--- config.mk ---
export PLATFORM = sky130hd
export DESIGN_NAME = muldiv_ctrl
export DESIGN_NICKNAME = d
export VERILOG_FILES = /design/src/rtl/muldiv_ctrl.sv
export SDC_FILE = /design/constraint.sdc
export NUM_CORES = 1
export LEC_CHECK = 0
export BUFFER_PORTS_ARGS = -buffer_cell sky130_fd_sc_hd__clkbuf_2
export CAP_MARGIN = 20
export CORE_AREA = 2 2 160 162
export CTS_CLUSTER_DIAMETER = 40
export DETAILED_ROUTE_END_ITERATION = 16
export DIE_AREA = 0 0 162 164
export PLACE_DENSITY = 0.7
export SETUP_SLACK_MARGIN = 0.4
export SLEW_MARGIN = 20
export SYNTH_ARGS = -nofsm -noshare
export SYNTH_HDL_FRONTEND = slang
export SYNTH_SLANG_ARGS = --single-unit
--- constraint.sdc ---
create_clock -name clk -period 2.5 [get_ports clk]
set_input_delay 0.125 -clock clk [delete_from_list [all_inputs] [get_ports clk]]
set_output_delay 0.125 -clock clk [all_outputs]
set_load 0.01 [all_outputs]
--- src/rtl/muldiv_ctrl.sv ---
// muldiv_ctrl: sequences the fixed-latency multiplier IP and the stream divider IP for EXE,
// capturing HI/LO and pulsing done; flushes abort, draining any divide already inside the IP.
module muldiv_ctrl #(
  parameter int MUL_LAT = 2,
  parameter int CNT_W   = 3
) (
  input  logic        clk,
  input  logic        resetn,
  input  logic        op_valid,
  input  logic        op_mul,
  input  logic        op_div,
  input  logic        op_signed,
  input  logic [31:0] src1,
  input  logic [31:0] src2,
  input  logic        cancel,
  output logic [32:0] mul_a,
  output logic [32:0] mul_b,
  input  logic [65:0] mul_p,
  output logic [32:0] div_dividend,
  output logic [32:0] div_divisor,
  output logic        div_in_valid,
  input  logic        div_in_ready,
  input  logic        div_out_valid,
  input  logic [79:0] div_out,
  output logic        busy,
  output logic        done,
  output logic [31:0] hi_out,
  output logic [31:0] lo_out
);
  typedef enum logic [2:0] {IDLE, MUL_WAIT, DIV_SEND, DIV_WAIT, DIV_DRAIN, DONE} state_t;
  state_t state_q, state_d;
  logic [CNT_W-1:0] cnt_q, cnt_d;
  logic [32:0] mul_a_q, mul_a_d, mul_b_q, mul_b_d;
  logic [32:0] div_dividend_q, div_dividend_d, div_divisor_q, div_divisor_d;
  logic div_in_valid_q, div_in_valid_d, busy_q, busy_d, done_q, done_d;
  logic [31:0] hi_q, hi_d, lo_q, lo_d;
  logic accept, hs, div_zero;
  logic [32:0] ext1, ext2;
  logic unused_bits;
  assign unused_bits = ^{mul_p[65:64], div_out[79:72], div_out[39:32]};
  assign accept = op_valid & (op_mul | op_div) & ~cancel;
  assign ext1 = {op_signed & src1[31], src1};
  assign ext2 = {op_signed & src2[31], src2};
  assign hs = div_in_valid_q & div_in_ready;
  assign div_zero = div_divisor_q[31:0] == 32'd0;
  always_comb begin
    state_d = state_q;
    cnt_d = '0;
    mul_a_d = mul_a_q;
    mul_b_d = mul_b_q;
    div_dividend_d = div_dividend_q;
    div_divisor_d = div_divisor_q;
    div_in_valid_d = 1'b0;
    hi_d = hi_q;
    lo_d = lo_q;
    case (state_q)
      IDLE: begin
        if (accept && op_mul) begin
          mul_a_d = ext1;
          mul_b_d = ext2;
          state_d = MUL_WAIT;
        end else if (accept) begin
          div_dividend_d = ext1;
          div_divisor_d = ext2;
          div_in_valid_d = |src2;
          state_d = DIV_SEND;
        end
      end
      MUL_WAIT: begin
        cnt_d = cnt_q + 1'b1;
        if (cancel) state_d = IDLE;
        else if (cnt_q == CNT_W'(MUL_LAT - 1)) begin
          hi_d = mul_p[63:32];
          lo_d = mul_p[31:0];
          state_d = DONE;
        end
      end
      DIV_SEND: begin
        if (cancel) state_d = hs ? DIV_DRAIN : IDLE;
        else if (div_zero) begin
          hi_d = div_dividend_q[31:0];
          lo_d = 32'hFFFF_FFFF;
          state_d = DONE;
        end else if (div_in_ready) state_d = DIV_WAIT;
        else div_in_valid_d = 1'b1;
      end
      DIV_WAIT: begin
        if (cancel) state_d = div_out_valid ? IDLE : DIV_DRAIN;
        else if (div_out_valid) begin
          hi_d = div_out[31:0];
          lo_d = div_out[71:40];
          state_d = DONE;
        end
      end
      DIV_DRAIN: state_d = div_out_valid ? IDLE : DIV_DRAIN;
      default: state_d = IDLE;
    endcase
    busy_d = (state_d != IDLE) && (state_d != DONE);
    done_d = state_d == DONE;
  end
  always_ff @(posedge clk or negedge resetn) begin
    if (!resetn) begin
      state_q <= IDLE;
      cnt_q <= '0;
      mul_a_q <= '0;
      mul_b_q <= '0;
      div_dividend_q <= '0;
      div_divisor_q <= '0;
      div_in_valid_q <= 1'b0;
      busy_q <= 1'b0;
      done_q <= 1'b0;
      hi_q <= '0;
      lo_q <= '0;
    end else begin
      state_q <= state_d;
      cnt_q <= cnt_d;
      mul_a_q <= mul_a_d;
      mul_b_q <= mul_b_d;
      div_dividend_q <= div_dividend_d;
      div_divisor_q <= div_divisor_d;
      div_in_valid_q <= div_in_valid_d;
      busy_q <= busy_d;
      done_q <= done_d;
      hi_q <= hi_d;
      lo_q <= lo_d;
    end
  end
  assign mul_a = mul_a_q;
  assign mul_b = mul_b_q;
  assign div_dividend = div_dividend_q;
  assign div_divisor = div_divisor_q;
  assign div_in_valid = div_in_valid_q;
  assign busy = busy_q;
  assign done = done_q;
  assign hi_out = hi_q;
  assign lo_out = lo_q;
endmodule

# Yosys cells after proc, flatten, opt, wreduce, memory -nomap -nowiden
# Cells that the tools add are included.
# Widths: inputs -> output; s select.
# totals
reg_bits	205
in_bits	219
output_inout_bits	199
# classes
n_addsub	1
n_eq_ne	13
muxes	33
n_bitwise	8
reduce_logical	10
# ops
op	n
$mux 32	12
$pmux 32 s3	2
$mux 3	12
$logic_not 32->1	1
$reduce_or 32->1	1
$pmux 3 s5	1
$ne 2x2->1 const B	6
$reduce_and 7->1	1
$eq 3x1->1 const B	2
$eq 3x2->1 const B	2
$eq 3x3->1 const B	2
$reduce_bool 3->1	2
$and 1x1->1	5
$mux 1	5
$add 3x1->3 const B	1
$logic_not 3->1	1
$ne 3x3->1 const B	1
$reduce_and 3->1	1
$logic_and 1x1->1	2
$not 1->1	2
$pmux 1 s2	1
$reduce_and 2->1	1
$or 1x1->1	1

# Depth between registers and ports, before layout
# Gate-level depths: netlist of run 1.
# logic_depth
word_depth	8
depth_mapped	8

# Worst setup path after synthesis of run 1
# Ideal clock, no wire load.
# synth_path
path_kind	flip-flop to flip-flop
start	reg state_q[0]
end	reg hi_q[0], in the netlist hi_out[0]
t_arrival_ns	2.112
slack_ns	0.263
stages_incl_launch_ff	9
n_path_buf	3
period_less_slack_ns	2.237
cell_sequence	dfrtp_1 -> buf_4 -> or3b_1 -> or4b_1 -> nand3_2 -> a22oi_2 -> buf_6 -> buf_6 -> mux2_4
# synth_via
elab_chain_len	3
elab_cells_between_ends	12
classes_between	eq/ne: 9; mux: 1; reduce/logical: 2
# synth_rtl
item	line_no	rtl
start, declared	31	state_t state_q, state_d;
start signal, assigned	115	state_q <= state_d;
$eq 3x1->1 or $eq 3x2->1 (tied branches)	56	case (state_q)
$ne 2x2->1 (no source line) or $reduce_bool 3->1 (tied branches)	--	
$reduce_and 7->1 (no source line)	--	
end signal, assigned	124	hi_q <= hi_d;
end, declared	36	logic [31:0] hi_q, hi_d, lo_q, lo_d;
# Several ways; a longest one is shown, not always the timed one.
# A chain may end at the register's enable or synchronous reset.

# Final worst setup path of run 1
# layout_path
start	reg state_q[0]
end	reg hi_q[6], in the netlist hi_out[6]
# Same word-level chain as after synthesis.

==> impl_metrics.csv, run 1 <==
group,metric,value,unit
run_status,status,"completed",
floorplan,fp.dieH,164,µm
cts,clockRootBuffer,"clkbuf_16",
setup_path,critical_path_class,"reg2reg",
yosys,netlist-cell-type-count,35,
cts,cts.clk_slew.worst_paths,0.05,ns
setup_path,startpoint_type,"flop",
grt,grt_pass1_wl,43.99,mm
floorplan,rows,58,
yosys,ys_seq_elements,205,
layout,fin_nets,1436,
route,drt_iter0_drc,299,
grt,grt_max_degree,76,
setup_path,timing.rr.start,"state_q[0]",
place,place_congestion,0.8196,
sta,relSlewSlack,0.5603,
yosys,yosysTopAreaCellShare,0.5626,
layout,final_design_area_no_fill,0.01391,mm²
floorplan,ios,418,
cts,cts_max_level,2,
sta,maxSlewViolCount,0,
sta,hold_violations,0,
route,viasPerCell,4.898,
floorplan,fp.dieW,162,µm
sta,finalCritPeriodShare,0.8951,
route,drt-total-wl,29.02,mm
flow_run,max-cap-violations,0,
place,portBuffers,399,
place,place_area,0.01152,mm²
cts,cts_sinks,205,
yosys,synth.top_cells.by_area,"dfrtp_1 (56%), mux2_2 (19%), mux2_4 (6.3%)",
power,vdd.ir_drop.worst,0.6537,mV
sta,skew,0.02549,ns
layout,area_growth,52.59,%
floorplan,initial_core_util,0.3674,
yosys,syn_nets,924,
setup_path,cp_slowest_stage_delay,0.51,ns
setup_path,crit_chain,"or3b_4 -> or4b_4 -> nand3_4 -> a22oi_2 -> buf_12 -> clkbuf_16 -> mux2_4",
yosys,syn_inst,703,
setup_path,crit_required,2.88,ns
route,drc,0,
place,hpwlAfterDp,18.84,mm
setup_path,slowest_stage,"or4b_4",
cts,cts_buffer_depth,3,
yosys,synthArstFlopShare,1.000,
layout,nFillCells,2035,
yosys,synth_top_area_cell,"dfrtp_1",
sta,worst_slew_pin_slew,0.6596,ns
min_path,min_path_type,"in2reg",
power,power_leakage,7.169,nW
floorplan,dieArea,0.02657,mm²
sta,max_freq,0.4469,GHz
layout,seq_area,0.005135,mm²
layout,drive_gt1_frac,0.5556,
route,vias,7700,
cts,cts_buffers,35,
setup_path,end_kind,"flop",
power,powerDensity,958.2,mW/mm²
route,dr.pass1.iters,4,
sta,setup_viol,0,
cts,clk_latency,0.51,ns
yosys,yosysWarningCount,0,
setup_path,cp.arrival,2.61,ns
cts,tritoncts,"yes",
setup_path,startpoint,"state_q[0]",
yosys,synth_area,0.009117,mm²
yosys,synth_ff_type,"dfrtp_1",
grt,grt_overflow,0,
sta,rsz0062_at_grt,"true",
grt,grt_usage,0.2127,
grt,antenna_found_initial,2,
floorplan,core_area,0.02482,mm²
sta,setup_tns,0,ns
route,routedWlPerCell,18.46,µm
yosys,syn_area_per_cell,12.97,µm²
yosys,synth_enable_flop_cells,0,
sta,fin_crit,2.238,ns
route,ant_nets,0,
layout,multi_input_area,0.003671,mm²
setup_path,worst-path-max-fanout,8,
grt,grt_pass1_vias,8090,
yosys,seq_area_frac_synth,0.5626,
min_path,min-delay-start,"mul_p[42]",
sequential cells by signal (all words and copies together) (netlist names):
signal	cells
div_divisor	33
div_in_valid	1
mul_a	33
state_q	3
hi_out	32
done	1
cnt_q	3
mul_b	33
lo_out	32
div_dividend	33
busy	1
where the power goes:
group	switching (W)	total [W]	internal, W	leakage, nW
Sequential	0.000653	0.00492	0.00427	2.54
Combinational	0.00161	0.00337	0.00176	4.02
Clock	0.00174	0.00504	0.00330	0.609
Total	0.00401	0.0133	0.00932	7.17
metal layers:
metal / part of all wire / global-route usage / vias to the layer above
met4: 0.036 / 0.09171 / 0
met3: 0.074 / 0.05354 / 88
li1: - / - / 3529
met2: 0.50 / 0.3673 / 372
met5: 0 / 0 / -
met1: 0.39 / 0.2524 / 3711
worst paths after layout:
check                           slack [ns]             end  cells past startpoint
worst min-delay path                 0.009      hi_out[10]                      4
max in group asynchronous             1.55      state_q[0]                      3
worst min register to register        0.48        cnt_q[0]                      1
min in group asynchronous             0.21  div_divisor[8]                      2
worst max register to register        0.26       hi_out[6]                      7
worst max-delay path                  0.26       hi_out[6]                      7
cells by family (layout without fill, tap and decap cells):
group	Yosys count	count (layout)	share of synthesized area
AOI/OAI and AO/OA	76	76	0.04940
xor gates and xnor gates	2	2	0.001922
adders and majority gates	2	2	0.002744
buffers and inverters	79	616	0.03733
DFF	205	205	0.5626
muxes	224	224	0.2879
other	0	2	0
and+or+nand+nor	115	115	0.05805
metrics by stage:
step	hold slack [ns]	util	setup slack (ns)	total power, W	instances
floorplan	-0.1706	-	0.2902	0.006509	703
global placement	0.1939	0.4642	0.1977	0.008063	1407
detailed placement	0.1960	0.4642	0.1670	0.008159	1407
CTS	0.001584	0.5577	0.2299	0.01340	1567
global route	0.005859	0.5604	0.2278	0.01398	1571
finish	0.008891	0.5605	0.2622	0.01333	1572
area by class of cell:
cell class	instances	share of cell area
Clock inverter	24	0.02509
Multi-Input combinational cell	419	0.2639
Tap cell	330	0.02968
Sequential cell	205	0.3691
Antenna cell	2	0.0003597
Clock buffer	38	0.06520
Timing Repair Buffer	518	0.2370
Inverter	36	0.009713
cell usage in the layout (no fill, tap or decap), types with 32 or more instances in the layout:
master / instances
nor2_1: 42
mux2_2: 154
o21ai_0: 36
dlygate4sd3_1: 90
clkbuf_16: 37
clkbuf_2: 398
mux2i_1: 32
a31oi_1: 32
nand2_1: 39
dfrtp_1: 203
mux2_4: 38
inv_1: 36
cells in the mapped netlist, types with 2 or more instances:
cell and number:
a21o_1 2, a31oi_1 32, buf_2 2, buf_6 5, clkbuf_1 35, dfrtp_1 205, ha_1 2, inv_1 36
mux2_2 154, mux2_4 38, mux2i_1 32, nand2_1 39, nand2b_1 2, nand4_1 6, nor2_1 42, nor2b_1 2
nor4_1 16, o21ai_0 36
repair_timing:
| action | 4_1_cts | 5_1_grt |
|---|---|---|
| hold buffers | 90 | 0 |
| gates resized for setup | 7 | 1 |
| endpoints found under the hold margin | 225 | 0 |
| endpoints found under the setup margin | 65 | 65 |
| buffers inserted | 4 | 1 |
| cloned | 4 | 2 |
| pin swaps | 1 | 2 |
worst max-delay path: cells and delay by family (launching register included):
family,cells,cell delay (ns)
and+or+nand+nor,3,0.97
buffers and inverters,2,0.37
muxes,1,0.30
DFF,1,0.40
AOI/OAI and AO/OA,1,0.07
Note: power is estimated with default switching activity, not from simulation.
==> run 2: changes to the inputs <==
--- a/config.mk
+++ b/config.mk
@@ -7,11 +7,13 @@
 export LEC_CHECK = 0
 export BUFFER_PORTS_ARGS = -buffer_cell sky130_fd_sc_hd__clkbuf_2
 export CAP_MARGIN = 20
-export CORE_AREA = 2 2 160 162
+export CELL_PAD_IN_SITES_DETAIL_PLACEMENT = 0
+export CELL_PAD_IN_SITES_GLOBAL_PLACEMENT = 1
+export CORE_AREA = 2 2 163 165
 export CTS_CLUSTER_DIAMETER = 40
 export DETAILED_ROUTE_END_ITERATION = 16
-export DIE_AREA = 0 0 162 164
-export PLACE_DENSITY = 0.7
+export DIE_AREA = 0 0 165 167
+export PLACE_DENSITY = 0.84
 export SETUP_SLACK_MARGIN = 0.4
 export SLEW_MARGIN = 20
 export SYNTH_ARGS = -nofsm -noshare
==> run 2 against run 1 <==
Net effect:
- cell count up 1.7%
- first-iteration DRC count up 4.0%
- setup slack worse by 0.060 ns
- cell area increased by 2.2%
- worst hold slack improved by 0.0031 ns
- sequential cell count is the same
- clock skew decreased by 0.012 ns
- critical path depth rose by 1
- die area up 3.7%
- utilization fell by 0.87 points
- routed wire length increased by 0.48%
- fmax down 2.6%
- critical endpoint is now lo_out[26]
- largest power group unchanged
==> impl_metrics.csv, run 2 (synthesis gave the netlist of run 1 again) <==
group,metric,value,unit
sta,setup_viol,0,
run_status,status,"completed",
layout,drive_gt1_frac,0.5593,
min_path,min_delay_path_depth,4,
sta,hold_violations,0,
place,portBuffers,399,
cts,cts_max_level,2,
route,routedWlPerCell,18.23,µm
cts,cts_buffer_depth,3,
layout,final_cell_mix,"clkbuf_2 (398), dfrtp_1 (203), mux2_2 (154), dlygate4sd3_1 (96), clkbuf_16 (42)",
layout,fin_util,0.5518,
layout,final_design_area_no_fill,0.01422,mm²
sta,rsz0062_at_grt,"true",
grt,grt_usage,0.2066,
sta,fin_crit,2.298,ns
route,dr.pass1.iters,4,
place,place_congestion,0.8089,
power,vdd.ir_drop.worst,0.6173,mV
grt,grt_overflow,0,
layout,antenna_cells,0,
route,drt_iter0_drc,311,
cts,clk_latency,0.50,ns
floorplan,fp.dieH,167,µm
setup_path,cp.arrival,2.67,ns
route,drc,0,
route,drt-total-wl,29.15,mm
sta,max_freq,0.4352,GHz
setup_path,reg2reg_depth,8,
route,vias,7708,
setup_path,end_kind,"flop",
grt,grt_pass1_vias,8299,
min_path,min_path_type,"in2reg",
cts,cts_sinks,205,
place,hpwlAfterDp,19.35,mm
floorplan,fp.dieW,165,µm
floorplan,core_area,0.02576,mm²
cts,tritoncts,"yes",
sta,skew,0.01335,ns
floorplan,initial_core_util,0.3539,
setup_path,startpoint_type,"flop",
setup_path,crit_required,2.88,ns
layout,area_growth,55.94,%
floorplan,rows,59,
floorplan,dieArea,0.02756,mm²
route,ant_nets,0,
sta,relSlewSlack,0.5653,
sta,maxSlewViolCount,0,
route,viasPerCell,4.821,
cts,cts.clk_slew.worst_paths,0.05,ns
setup_path,critical_path_class,"reg2reg",
sta,worst_slew_pin_slew,0.6520,ns
sta,setup_tns,0,ns
grt,grt_max_degree,71,
sta,finalCritPeriodShare,0.9192,
place,place_area,0.01156,mm²
layout,final_common_cell,"clkbuf_2",
cts,cts_buffers,36,
layout,nFillCells,2173,
grt,grt_pass1_wl,44.55,mm
layout,fin_nets,1458,
power,finalPower,0.01337,W
power,powerDensity,940.3,mW/mm²
grt,antenna_found_initial,0,
flow_run,max-cap-violations,0,
power,power_leakage,7.335,nW
cts,clockRootBuffer,"clkbuf_16",
setup_path,worst-path-max-fanout,5,
floorplan,ios,418,
==> run 2: worst paths after layout <==
path	endpoint	from	slack [ns]
worst max-delay path	lo_out[26]	state_q[1]	0.20
worst min-delay path	hi_out[12]	mul_p[44]	0.01
worst max register to register	lo_out[26]	state_q[1]	0.20
worst min register to register	cnt_q[0]	cnt_q[0]	0.46
max in group asynchronous	div_dividend[18]	resetn	1.56
min in group asynchronous	div_divisor[9]	resetn	0.18
==> run 2: through the flow <==
stage	hold slack (ns)	std cells	setup slack (ns)
2_1_floorplan	-0.1706	703	0.2902
3_3_place_gp	0.1384	1412	0.2226
3_5_place_dp	0.1454	1412	0.1701
4_1_cts	0.0009975	1594	0.2285
5_1_grt	0.02588	1599	0.1616
6_report	0.01203	1599	0.2019
==> run 2: area by class of cell <==
| type | count | area [µm²] | area share |
|---|---|---|---|
| Clock buffer | 45 | 1006 | 0.07076 |
| Clock inverter | 20 | 259.0 | 0.01822 |
| Inverter | 36 | 135.1 | 0.009505 |
| Multi-Input combinational cell | 419 | 3674 | 0.2584 |
| Sequential cell | 205 | 5135 | 0.3612 |
| Tap cell | 335 | 419.2 | 0.02948 |
| Timing Repair Buffer | 539 | 3590 | 0.2525 |
==> run 2: power breakdown <==
part           switching, W  total (W)  internal, W
registers          0.000638    0.00491      0.00427
logic               0.00162    0.00339      0.00177
clock network       0.00169    0.00507      0.00339
==> run 2: per-layer routing <==
| layer | vias up | wire (µm) | global-route usage |
|---|---|---|---|
| li1 | 3564 | - | - |
| met1 | 3758 | 11400 | 0.2328 |
| met2 | 318 | 14840 | 0.3692 |
| met3 | 68 | 1945 | 0.05181 |
| met4 | 0 | 973 | 0.08318 |
| met5 | - | 0 | 0 |
==> run 2: repair_timing <==
action,CTS,global route
gates cloned,5,5
setup buffers,16,0
endpoints found under the hold margin,216,0
endpoints found under the setup margin,65,66
hold buffers,96,0
pin swaps,4,0
resized for setup,17,5
==> run 2: worst max-delay path, cell delays in order, from the launching register on <==
cell	delay [ns]
dfrtp_2	0.39
or3b_4	0.40
or4b_4	0.49
nand3_2	0.09
a22oi_2	0.07
buf_6	0.15
buf_12	0.14
clkbuf_16	0.15
mux2_4	0.29
==> run 3: changes to the inputs <==
--- a/config.mk
+++ b/config.mk
@@ -10,10 +10,11 @@
 export CELL_PAD_IN_SITES_DETAIL_PLACEMENT = 0
 export CELL_PAD_IN_SITES_GLOBAL_PLACEMENT = 1
 export CORE_AREA = 2 2 163 165
+export CTS_BUF_LIST = sky130_fd_sc_hd__clkbuf_4 sky130_fd_sc_hd__clkbuf_8 sky130_fd_sc_hd__clkbuf_16
 export CTS_CLUSTER_DIAMETER = 40
 export DETAILED_ROUTE_END_ITERATION = 16
 export DIE_AREA = 0 0 165 167
-export PLACE_DENSITY = 0.84
+export PLACE_DENSITY_LB_ADDON = 0.12
 export SETUP_SLACK_MARGIN = 0.4
 export SLEW_MARGIN = 20
 export SYNTH_ARGS = -nofsm -noshare
==> run 3 against run 2 <==
Net effect:
- sequential share of layout area grew 0.22 points
- cell count shrank 0.63%
- die area is the same
- utilization shrank 0.34 points
- fmax shrank 0.80%
- clock power grew 6.3%
- first-iteration DRC count shrank 29%
- cell area shrank 0.62%
==> impl_metrics.csv, run 3 (synthesis gave the netlist of run 1 again) <==
group,metric,value,unit
run_status,status,"completed",
sta,rsz0062_at_grt,"true",
sta,skew,0.02095,ns
setup_path,startpoint_type,"flop",
sta,hold_violations,0,
place,pre_cts_ws,0.1745,ns
setup_path,timing.rr.start,"state_q[0]",
power,powerDensity,964.2,mW/mm²
floorplan,core_area,0.02576,mm²
min_path,min_delay_path_depth,4,
place,place_congestion,0.7711,
min_path,min_path_type,"in2reg",
cts,cts_buffers,37,
layout,final_common_cell,"clkbuf_2",
layout,final_cell_mix,"clkbuf_2 (398), dfrtp_1 (204), mux2_2 (154), dlygate4sd3_1 (98), nor2_1 (41)",
setup_path,crit_required,2.89,ns
sta,max_freq,0.4317,GHz
setup_path,cp.arrival,2.70,ns
sta,whs,0.02840,ns
grt,grt_pass1_vias,7797,
floorplan,fp.dieH,167,µm
place,portBuffers,399,
sta,relSlewSlack,0.5783,
sta,worst_slew_pin_slew,0.6325,ns
route,drt_iter0_drc,222,
route,drc,0,
flow_run,max-cap-violations,0,
grt,antenna_found_initial,0,
cts,cts_max_level,2,
setup_path,end_kind,"flop",
layout,fin_nets,1446,
min_path,min-delay-start,"mul_p[30]",
cts,cts_buffer_depth,3,
layout,final_design_area_no_fill,0.01413,mm²
route,vias,7442,
route,ant_nets,0,
sta,setup_viol,0,
sta,maxSlewViolCount,0,
cts,cts.clk_slew.worst_paths,0.05,ns
setup_path,critical_path_class,"reg2reg",
power,sw_frac_of_total,0.2931,
cts,cts_sinks,205,
min_path,worstHoldEndpoint,"lo_out[30]",
place,hpwlAfterDp,19.74,mm
power,clkPwrFrac,0.396,
cts,clockRootBuffer,"clkbuf_16",
grt,grt_pass1_wl,43.46,mm
grt,grt_usage,0.2037,
sta,finalCritPeriodShare,0.9266,
route,routedWlPerCell,17.84,µm
setup_path,reg2reg_depth,8,
sta,fin_ws,0.1835,ns
setup_path,worst-path-max-fanout,16,
floorplan,ios,418,
sta,fin_crit,2.317,ns
power,comb_power_share,0.248,
floorplan,dieArea,0.02756,mm²
setup_path,reg2reg_setup_slack,0.18,ns
sta,setup_tns,0,ns
layout,antenna_cells,0,
power,sequentialPowerShare,0.356,
route,dr.pass1.iters,4,
grt,grt_max_degree,67,
power,power_leakage,7.266,nW
place,place_area,0.01157,mm²
floorplan,fp.dieW,165,µm
layout,drive_gt1_frac,0.5566,
power,vdd.ir_drop.worst,0.6937,mV
grt,grt_overflow,0,
route,drt-total-wl,28.34,mm
layout,area_growth,54.97,%
power,p_int,0.009630,W
floorplan,rows,59,
power,switchingPower,0.003994,W
floorplan,initial_core_util,0.3539,
cts,tritoncts,"yes",
cts,clk_latency,0.52,ns
route,viasPerCell,4.683,
setup_path,r2r-end,"hi_out[16]",
## run 3: worst max-delay path by stage
stage / depth (start not counted) / slack [ns] / from / end
after floorplan: 8 / 0.29 / state_q[0] / hi_out[0]
after global placement: 6 / 0.19 / state_q[0] / hi_out[18]
after detailed placement: 6 / 0.17 / state_q[0] / hi_out[17]
after CTS: 8 / 0.19 / state_q[0] / hi_out[15]
after global routing: 8 / 0.13 / state_q[0] / hi_out[30]
final: 8 / 0.18 / state_q[0] / hi_out[16]
## run 3: stage by stage
step                      utilization  total power [W]  std cells
after floorplan                     -         0.006509        703
after global placement         0.4491         0.008140       1413
after detailed placement       0.4491         0.008183       1413
after CTS                      0.5482          0.01381       1589
after global routing           0.5484          0.01434       1589
final                          0.5484          0.01362       1589
## run 3: layout make-up
cell class,instances,area [µm²]
clock buffers,41,979.7
clock inverters,27,371.6
fillers,2276,11630
inverters,36,135.1
multi-input cells,419,3677
flip-flops and latches,205,5134
well taps,335,419.2
repair buffers,526,3413
## run 3: routing by layer
layer,global-route usage,wire length (µm),vias to the layer above
li1,-,-,3545
met2,0.3545,14100,289
met1,0.2360,11070,3547
met3,0.06326,2406,61
met4,0.06805,761,0
met5,0,0,-
## run 3: critical path: stages (launching register included)
cell,delay (ns)
dfrtp_4,0.40
or3b_4,0.38
or4b_4,0.49
nand3_2,0.09
a22oi_2,0.08
buf_12,0.14
buf_12,0.14
buf_12,0.16
mux2_4,0.30
## run 3: power groups by stage
stage               clock (W)  sequential [W]  combinational [W]
CTS                   0.00551         0.00485            0.00344
floorplan                   0         0.00526            0.00124
global placement            0         0.00486            0.00328
global route          0.00569         0.00498            0.00367
finish                0.00539         0.00485            0.00338
detailed placement          0         0.00489            0.00329
## run 3: what timing repair did
action | in CTS | in global routing
cloned | 4 | 0
gates resized for setup | 10 | 2
hold endpoints to repair | 224 | 0
hold buffers | 98 | 0
pin swaps | 2 | 0
setup buffers | 6 | 0
endpoints found under the setup margin | 65 | 66
